===== src/rtl/tlu_event_packer.sv =====
// Trigger event packer: queues {trig_id, time_stamp, trig_le} records and serialises each into four 32-bit FIFO words.
// Optional feature macro: TLU_EVENT_LOST_CNT_EN enables the saturating lost-trigger counter and its header snapshot.
module tlu_event_packer #(
    parameter int QUEUE_DEPTH_LOG2 = 2
) (
    input  logic        clk40,
    input  logic        rst_n,
    input  logic        clear,
    input  logic        enable,
    input  logic        trig,
    input  logic [31:0] trig_id,
    input  logic [63:0] time_stamp,
    input  logic [7:0]  trig_le,
    input  logic        fifo_full,
    output logic        fifo_write,
    output logic [31:0] fifo_data,
    output logic        busy,
    output logic        queue_full,
    output logic [7:0]  lost_data_cnt
);

    localparam int DEPTH = 1 << QUEUE_DEPTH_LOG2;
    localparam logic [QUEUE_DEPTH_LOG2:0] DEPTH_CNT = (QUEUE_DEPTH_LOG2+1)'(DEPTH);

    typedef enum logic [2:0] {IDLE, W0, W1, W2, W3} state_t;

    state_t                      state_reg;
    logic [QUEUE_DEPTH_LOG2-1:0] wr_ptr_reg;
    logic [QUEUE_DEPTH_LOG2-1:0] rd_ptr_reg;
    logic [QUEUE_DEPTH_LOG2:0]   count_reg;

    // Only the transmitted bits are stored; the dropped top bits are parked here.
    logic [30:0] id_mem [DEPTH];
    logic [61:0] ts_mem [DEPTH];
    logic [7:0]  le_mem [DEPTH];
    logic        unused_bits;

    logic [30:0] id_reg;
    logic [61:0] ts_reg;
    logic [7:0]  le_reg;
    logic [7:0]  lost_snap;

    logic queue_empty;
    logic push;
    logic drop;
    logic pop;

    assign unused_bits = ^{trig_id[31], time_stamp[63:62]};

    assign queue_empty = (count_reg == '0);
    assign queue_full  = (count_reg == DEPTH_CNT);
    assign push        = trig && enable && !queue_full && !clear;
    assign drop        = trig && enable && queue_full && !clear;
    assign fifo_write  = (state_reg != IDLE) && !fifo_full;
    assign pop         = !clear && !queue_empty &&
                         ((state_reg == IDLE) || ((state_reg == W3) && fifo_write));
    assign busy        = !queue_empty || (state_reg != IDLE);

    always_ff @(posedge clk40) begin
        if (push) begin
            id_mem[wr_ptr_reg] <= trig_id[30:0];
            ts_mem[wr_ptr_reg] <= time_stamp[61:0];
            le_mem[wr_ptr_reg] <= trig_le;
        end
    end

    always_ff @(posedge clk40 or negedge rst_n) begin
        if (!rst_n) begin
            state_reg  <= IDLE;
            wr_ptr_reg <= '0;
            rd_ptr_reg <= '0;
            count_reg  <= '0;
            id_reg     <= '0;
            ts_reg     <= '0;
            le_reg     <= '0;
        end else if (clear) begin
            state_reg  <= IDLE;
            wr_ptr_reg <= '0;
            rd_ptr_reg <= '0;
            count_reg  <= '0;
        end else begin
            if (push)
                wr_ptr_reg <= wr_ptr_reg + 1'b1;
            if (pop)
                rd_ptr_reg <= rd_ptr_reg + 1'b1;
            count_reg <= count_reg + {{QUEUE_DEPTH_LOG2{1'b0}}, push}
                                   - {{QUEUE_DEPTH_LOG2{1'b0}}, pop};
            if (pop) begin
                id_reg <= id_mem[rd_ptr_reg];
                ts_reg <= ts_mem[rd_ptr_reg];
                le_reg <= le_mem[rd_ptr_reg];
            end
            case (state_reg)
                IDLE:    if (pop) state_reg <= W0;
                W0:      if (fifo_write) state_reg <= W1;
                W1:      if (fifo_write) state_reg <= W2;
                W2:      if (fifo_write) state_reg <= W3;
                W3:      if (fifo_write) state_reg <= pop ? W0 : IDLE;
                default: state_reg <= IDLE;
            endcase
        end
    end

`ifdef TLU_EVENT_LOST_CNT_EN
    logic [7:0] lost_reg;
    logic [7:0] lost_snap_reg;

    // The count restarts at every header; a drop on the snapshot edge counts toward the next one.
    always_ff @(posedge clk40 or negedge rst_n) begin
        if (!rst_n) begin
            lost_reg      <= '0;
            lost_snap_reg <= '0;
        end else if (clear) begin
            lost_reg      <= '0;
        end else if (pop) begin
            lost_snap_reg <= lost_reg;
            lost_reg      <= drop ? 8'd1 : 8'd0;
        end else if (drop && (lost_reg != 8'hff)) begin
            lost_reg      <= lost_reg + 8'd1;
        end
    end

    assign lost_data_cnt = lost_reg;
    assign lost_snap     = lost_snap_reg;
`else
    assign lost_data_cnt = 8'd0;
    assign lost_snap     = 8'd0;
`endif

    always_comb begin
        fifo_data = 32'd0;
        case (state_reg)
            W0:      fifo_data = {1'b1, 7'd0, le_reg, 8'd0, lost_snap};
            W1:      fifo_data = {1'b0, id_reg};
            W2:      fifo_data = {1'b0, ts_reg[30:0]};
            W3:      fifo_data = {1'b0, ts_reg[61:31]};
            default: fifo_data = 32'd0;
        endcase
    end

endmodule

===== config.mk =====
export PLATFORM = sky130hd
export DESIGN_NAME = tlu_event_packer
export DESIGN_NICKNAME = d
export VERILOG_FILES = /design/src/rtl/tlu_event_packer.sv
export SDC_FILE = /design/constraint.sdc
export NUM_CORES = 1
export LEC_CHECK = 0
export CORE_ASPECT_RATIO = 1.2
export CORE_UTILIZATION = 58
export CTS_BUF_LIST = sky130_fd_sc_hd__clkbuf_8 sky130_fd_sc_hd__clkbuf_16
export DETAILED_ROUTE_END_ITERATION = 8
export PLACE_DENSITY = 0.8
export SYNTH_ARGS = -nofsm -noshare
export SYNTH_HDL_FRONTEND = slang
export SYNTH_SLANG_ARGS = --single-unit

===== constraint.sdc =====
create_clock -name clk40 -period 4.2 [get_ports clk40]
set_input_delay 0.84 -clock clk40 [delete_from_list [all_inputs] [get_ports clk40]]
set_output_delay 0.84 -clock clk40 [all_outputs]
set_load 0.02 [all_outputs]

; Word-level counts from Yosys, hierarchy flattened
; Memories as Yosys holds them, arrays and structs flattened. A register that Yosys moved wholly into a read port is not among the register bits.
; Index checks and enable logic that the tools add are counted.
[word_totals]
reg_bits = 10
mem_bits_rw = 404
in_bits = 110
out_inout_bits = 43
wordCells = 61
mem_count = 3
[mem_list]
columns = memory, words, word_bits, read_ports, rd_ports_with_merged_regs, write_ports, line
row1 = ts_mem, 4, 62, 1, 1, 1, 34  ; logic [61:0] ts_mem [DEPTH];
row2 = id_mem, 4, 31, 1, 1, 1, 33  ; logic [30:0] id_mem [DEPTH];
row3 = le_mem, 4, 8, 1, 1, 1, 35  ; logic [7:0] le_mem [DEPTH];
[op_classes]
addsub = 4
eq_ne = 10
muxes = 16
n_bitwise = 1
n_reduce_logical = 23
[ops]
columns = operator, n
row1 = 32-bit one-hot mux with 4 select lines, 1
row2 = 3-bit 2-to-1 mux, 7
row3 = "3-bit != test, second input constant", 5
row4 = 3-bit one-hot mux with 5 select lines, 1
row5 = 2-bit 2-to-1 mux, 4
row6 = 1-bit logical AND, 7
row7 = 1-bit logical NOT, 7
row8 = "3-bit by 2-bit == test with 1-bit output, second input constant", 2
row9 = "3-bit == test, second input constant", 2
row10 = 3-bit logical NOT, 2
row11 = 5-bit AND reduction, 1
row12 = "2-bit by 1-bit adder with 2-bit output, second input constant", 2
row13 = 2-bit nonzero test, 2
row14 = 3-bit by 1-bit adder with 3-bit output, 1
row15 = "3-bit by 1-bit == test with 1-bit output, second input constant", 1
row16 = 1-bit 2-to-1 mux, 3
row17 = 3-bit nonzero test, 1
row18 = 3-bit by 1-bit subtractor with 3-bit output, 1
row19 = 1-bit logical OR, 2
row20 = 2-bit AND reduction, 1
row21 = 1-bit inverter, 1

; Depth between registers and ports, before layout
[depth]
word_depth = 9
mapped_depth = 12
depth_no_buf = 10

; Least setup slack after synthesis
; No wires, ideal clock.
[synth_path]
path_kind = input-to-reg
start = in trig
end = mem id_mem[0][0], enable pin
setup_time_ps = 471
arrival_time_ps = 3582
t_required_ps = 3729
setup_slack_ps = 147
cell_stages = 3
n_path_buf = 0
path_cell_list = nand2_1 nor3_1 and2_1
[synth_via]
elab_chain_len = 5
[synth_rtl]
columns = item, line
row1 = from (decl), 10  ; input logic trig,
row2 = 1-bit logical AND, --
row3 = 1-bit logical AND (2 in series), 52  ; assign push = trig && enable && !queue_full && !clear;
row4 = 1-bit 2-to-1 mux, 60  ; if (push) begin
row5 = 1-bit 2-to-1 mux (not written as such), 61  ; id_mem[wr_ptr_reg] <= trig_id[30:0];
row6 = to (decl), 33
; No other way between the ends.

; Worst setup path in the final report
[layout_path]
start = reg state_reg[0]
end = out fifo_data[20]
[layout_via]
elab_chain_len = 2
elab_cells_between_ends = 5
cone_classes = 4 x eq/ne / 1 x mux
[layout_rtl]
columns = item, line
row1 = from (decl), 27  ; state_t state_reg;
row2 = from (signal assigned), 98  ; W3: if (fifo_write) state_reg <= pop ? W0 : IDLE;
row3 = "3-bit == test, or another cell as far along", 132  ; case (state_reg)
row4 = 32-bit one-hot mux with 4 select lines (*), 132
row5 = to (decl), 16  ; output logic [31:0] fifo_data,
; Every way passes the cells marked *; elsewhere a longest branch is shown, timed or not.

==> run metrics <==
status completed; H-tree depth 2; die span in y 205.8 um; Place WS 884.6 ps; die area 35,360 sq um; final setup violation count 0; measured slew at the worst slew-check pin 929.6 ps; Area growth, synth to finish 17.51%; Mapped Area 20,070 sq um; share of the yosys chip area belonging to registers 0.7427; Sink Count 515; post-synth top area share 0.6043; WP data required 3360 ps; synth cell count leaders edfxtp_1 (404), dfrtp_1 (111), mux4_2 (101); EDFF count, synth 404; largest net degree at the start of global routing 102; cells after synthesis 933; HPWL after detailed placement 23,090 um; root buf cell clkbuf_16; nature of the critical path startpoint register; peak supply drop 370.6 uV; CTS buffer count 49; Leak 8.051 nW; Cell Pwr Density 587.7 nW/um^2; MaxCap Viol Count 0; final WL 39,440 um; top cells by area, synth edfxtp_1 (60%), dfrtp_1 (14%), mux4_2 (11%); final hold vios 0; async set or reset register ratio after synthesis 0.2155; clock-pin slew on the worst setup and hold paths 60 ps; total power 13.86 mW; Layout Skew 18.63 ps; worst setup margin 379.5 ps; Min-Delay Path Class in -> async; CTS tree yes; Placer Congestion 0.7207; clock latency on the worst-skew pair 570 ps; initial drt markers 836; PostCTS Resize Cnt 0; final worst-path cycle share 0.9096; Final Max Tran Viols 0; Worst R2R Start state_reg[0]$_DFFE_PN0P_; vias in the first global route 9,933; DRC Markers 0; io pins 153; chip width 171.8 um; Worst Setup End Kind output port; Top FF cell, synth edfxtp_1; initial core utilization 0.5892; slew margin rel. 0.3803; count leader, synth edfxtp_1; clock tree buffer depth 3; GRT Total Usage 0.2327; syn avg cell area 21.52 sq um; max reg flops 248; achievable frequency 0.2617 GHz; Setup Buffers After CTS 0; CP Launch Point state_reg[0]$_DFFE_PN0P_; unique cell type count in the Yosys netlist 39; # nets final 1,223; DR vias/cell 5.899; crit path time final 3821 ps; Ys Warns 0; area leader, netlist edfxtp_1; via count 9,486; Core ar. 34,070 sq um; Final ANT Viol Nets 0; routed wire length per instance 24.53 um; Yosys reg bits 515; first-pass GRT wire length 59,380 um; arrival time at the worst endpoint 2980 ps; IO buf count 141; unrepaired setup endpoints after global routing no; Pre-Repair DR Iteration Count 5; TNS Setup 0 ps; Fin Hold WS 384.4 ps; Crit Path Max Fanout 18; WS Path Type reg -> out; share of cells above drive strength 1 0.2685; gr ovfl total 0; number of hold buffers added after cts 0; antenna violations before repair 7; # rows 74
==> kinds of logic after synthesis <==
group,share of synthesized area
compound gates,0.01496
xor+xnor,0.001309
fa+ha+maj,0.004737
buf+inv,0.02393
flops,0.7427
mux,0.1971
other cells,0.0001868
simple gates,0.01502
==> final timing paths <==
kind                            cells after the start  slack [ps]                     end
worst max-delay path                                5         380           fifo_data[20]
worst min-delay path                                1         380  ts_reg[29]$_DFFE_PN0P_
worst max register to register                      5        1470  ts_reg[48]$_DFFE_PN0P_
worst min register to register                      1         490  ts_reg[39]$_DFFE_PN0P_
max in group asynchronous                           2        2960  ts_reg[44]$_DFFE_PN0P_
min in group clk40                                  1         490  ts_reg[39]$_DFFE_PN0P_
==> layout make-up <==
| type | count | area (sq um) |
|---|---|---|
| sequential | 515 | 14920 |
| fill | 2089 | 10480 |
| multi-input combinational | 363 | 4726 |
| timing repair buffer | 170 | 1777 |
| clock buffer | 60 | 1400 |
| tap | 456 | 570.5 |
| clock inverter | 32 | 160.2 |
| inverter | 7 | 26.28 |
| antenna | 5 | 12.51 |
==> per-stage QoR <==
step / instances / cell area (sq um) / utilization
floorplan: 940 / 20100 / -
global placement: 1511 / 22020 / 0.6462
detailed placement: 1511 / 22020 / 0.6462
CTS: 1603 / 23580 / 0.6920
global route: 1606 / 23590 / 0.6922
finish: 1608 / 23590 / 0.6923
==> per-layer routing <==
layer	global-route usage	part of all wire	routed length, um	up-vias
met4	0.07427	0.021	846	4
li1	-	-	-	4096
met5	0	0.00068	27	-
met1	0.3141	0.41	16210	5047
met2	0.3842	0.51	20120	284
met3	0.04674	0.057	2236	55
==> where the power goes <==
part	switching (mW)	internal, mW	leakage, nW
logic	1.30	1.75	2.25
clock network	1.83	2.36	0.833
registers	0.488	6.14	4.97
==> placed cells by master, fill, tap and decap left out, types with 6 or more instances in the layout <==
master,Yosys,final
mux2_2,30,30
dfrtp_1,111,108
buf_12,7,12
buf_4,11,18
mux4_2,101,101
inv_1,7,22
mux2_1,19,19
edfxtp_1,404,404
clkdlybuf4s50_1,0,140
nand2_1,34,34
mux2_4,60,60
mux2i_1,23,23
a22oi_1,8,8
conb_1,1,8
ha_1,6,6
clkbuf_8,0,9
o21ai_0,33,33
clkbuf_16,0,51
clkinv_2,0,12
==> worst max-delay path, stage by stage, from the launching register on <==
cell and delay, ps:
dfrtp_2 660, buf_4 440, nor2b_1 310, a22oi_1 100, o21ai_0 250, clkdlybuf4s50_1 660
No activity file was read; power rests on OpenSTA's default activity.
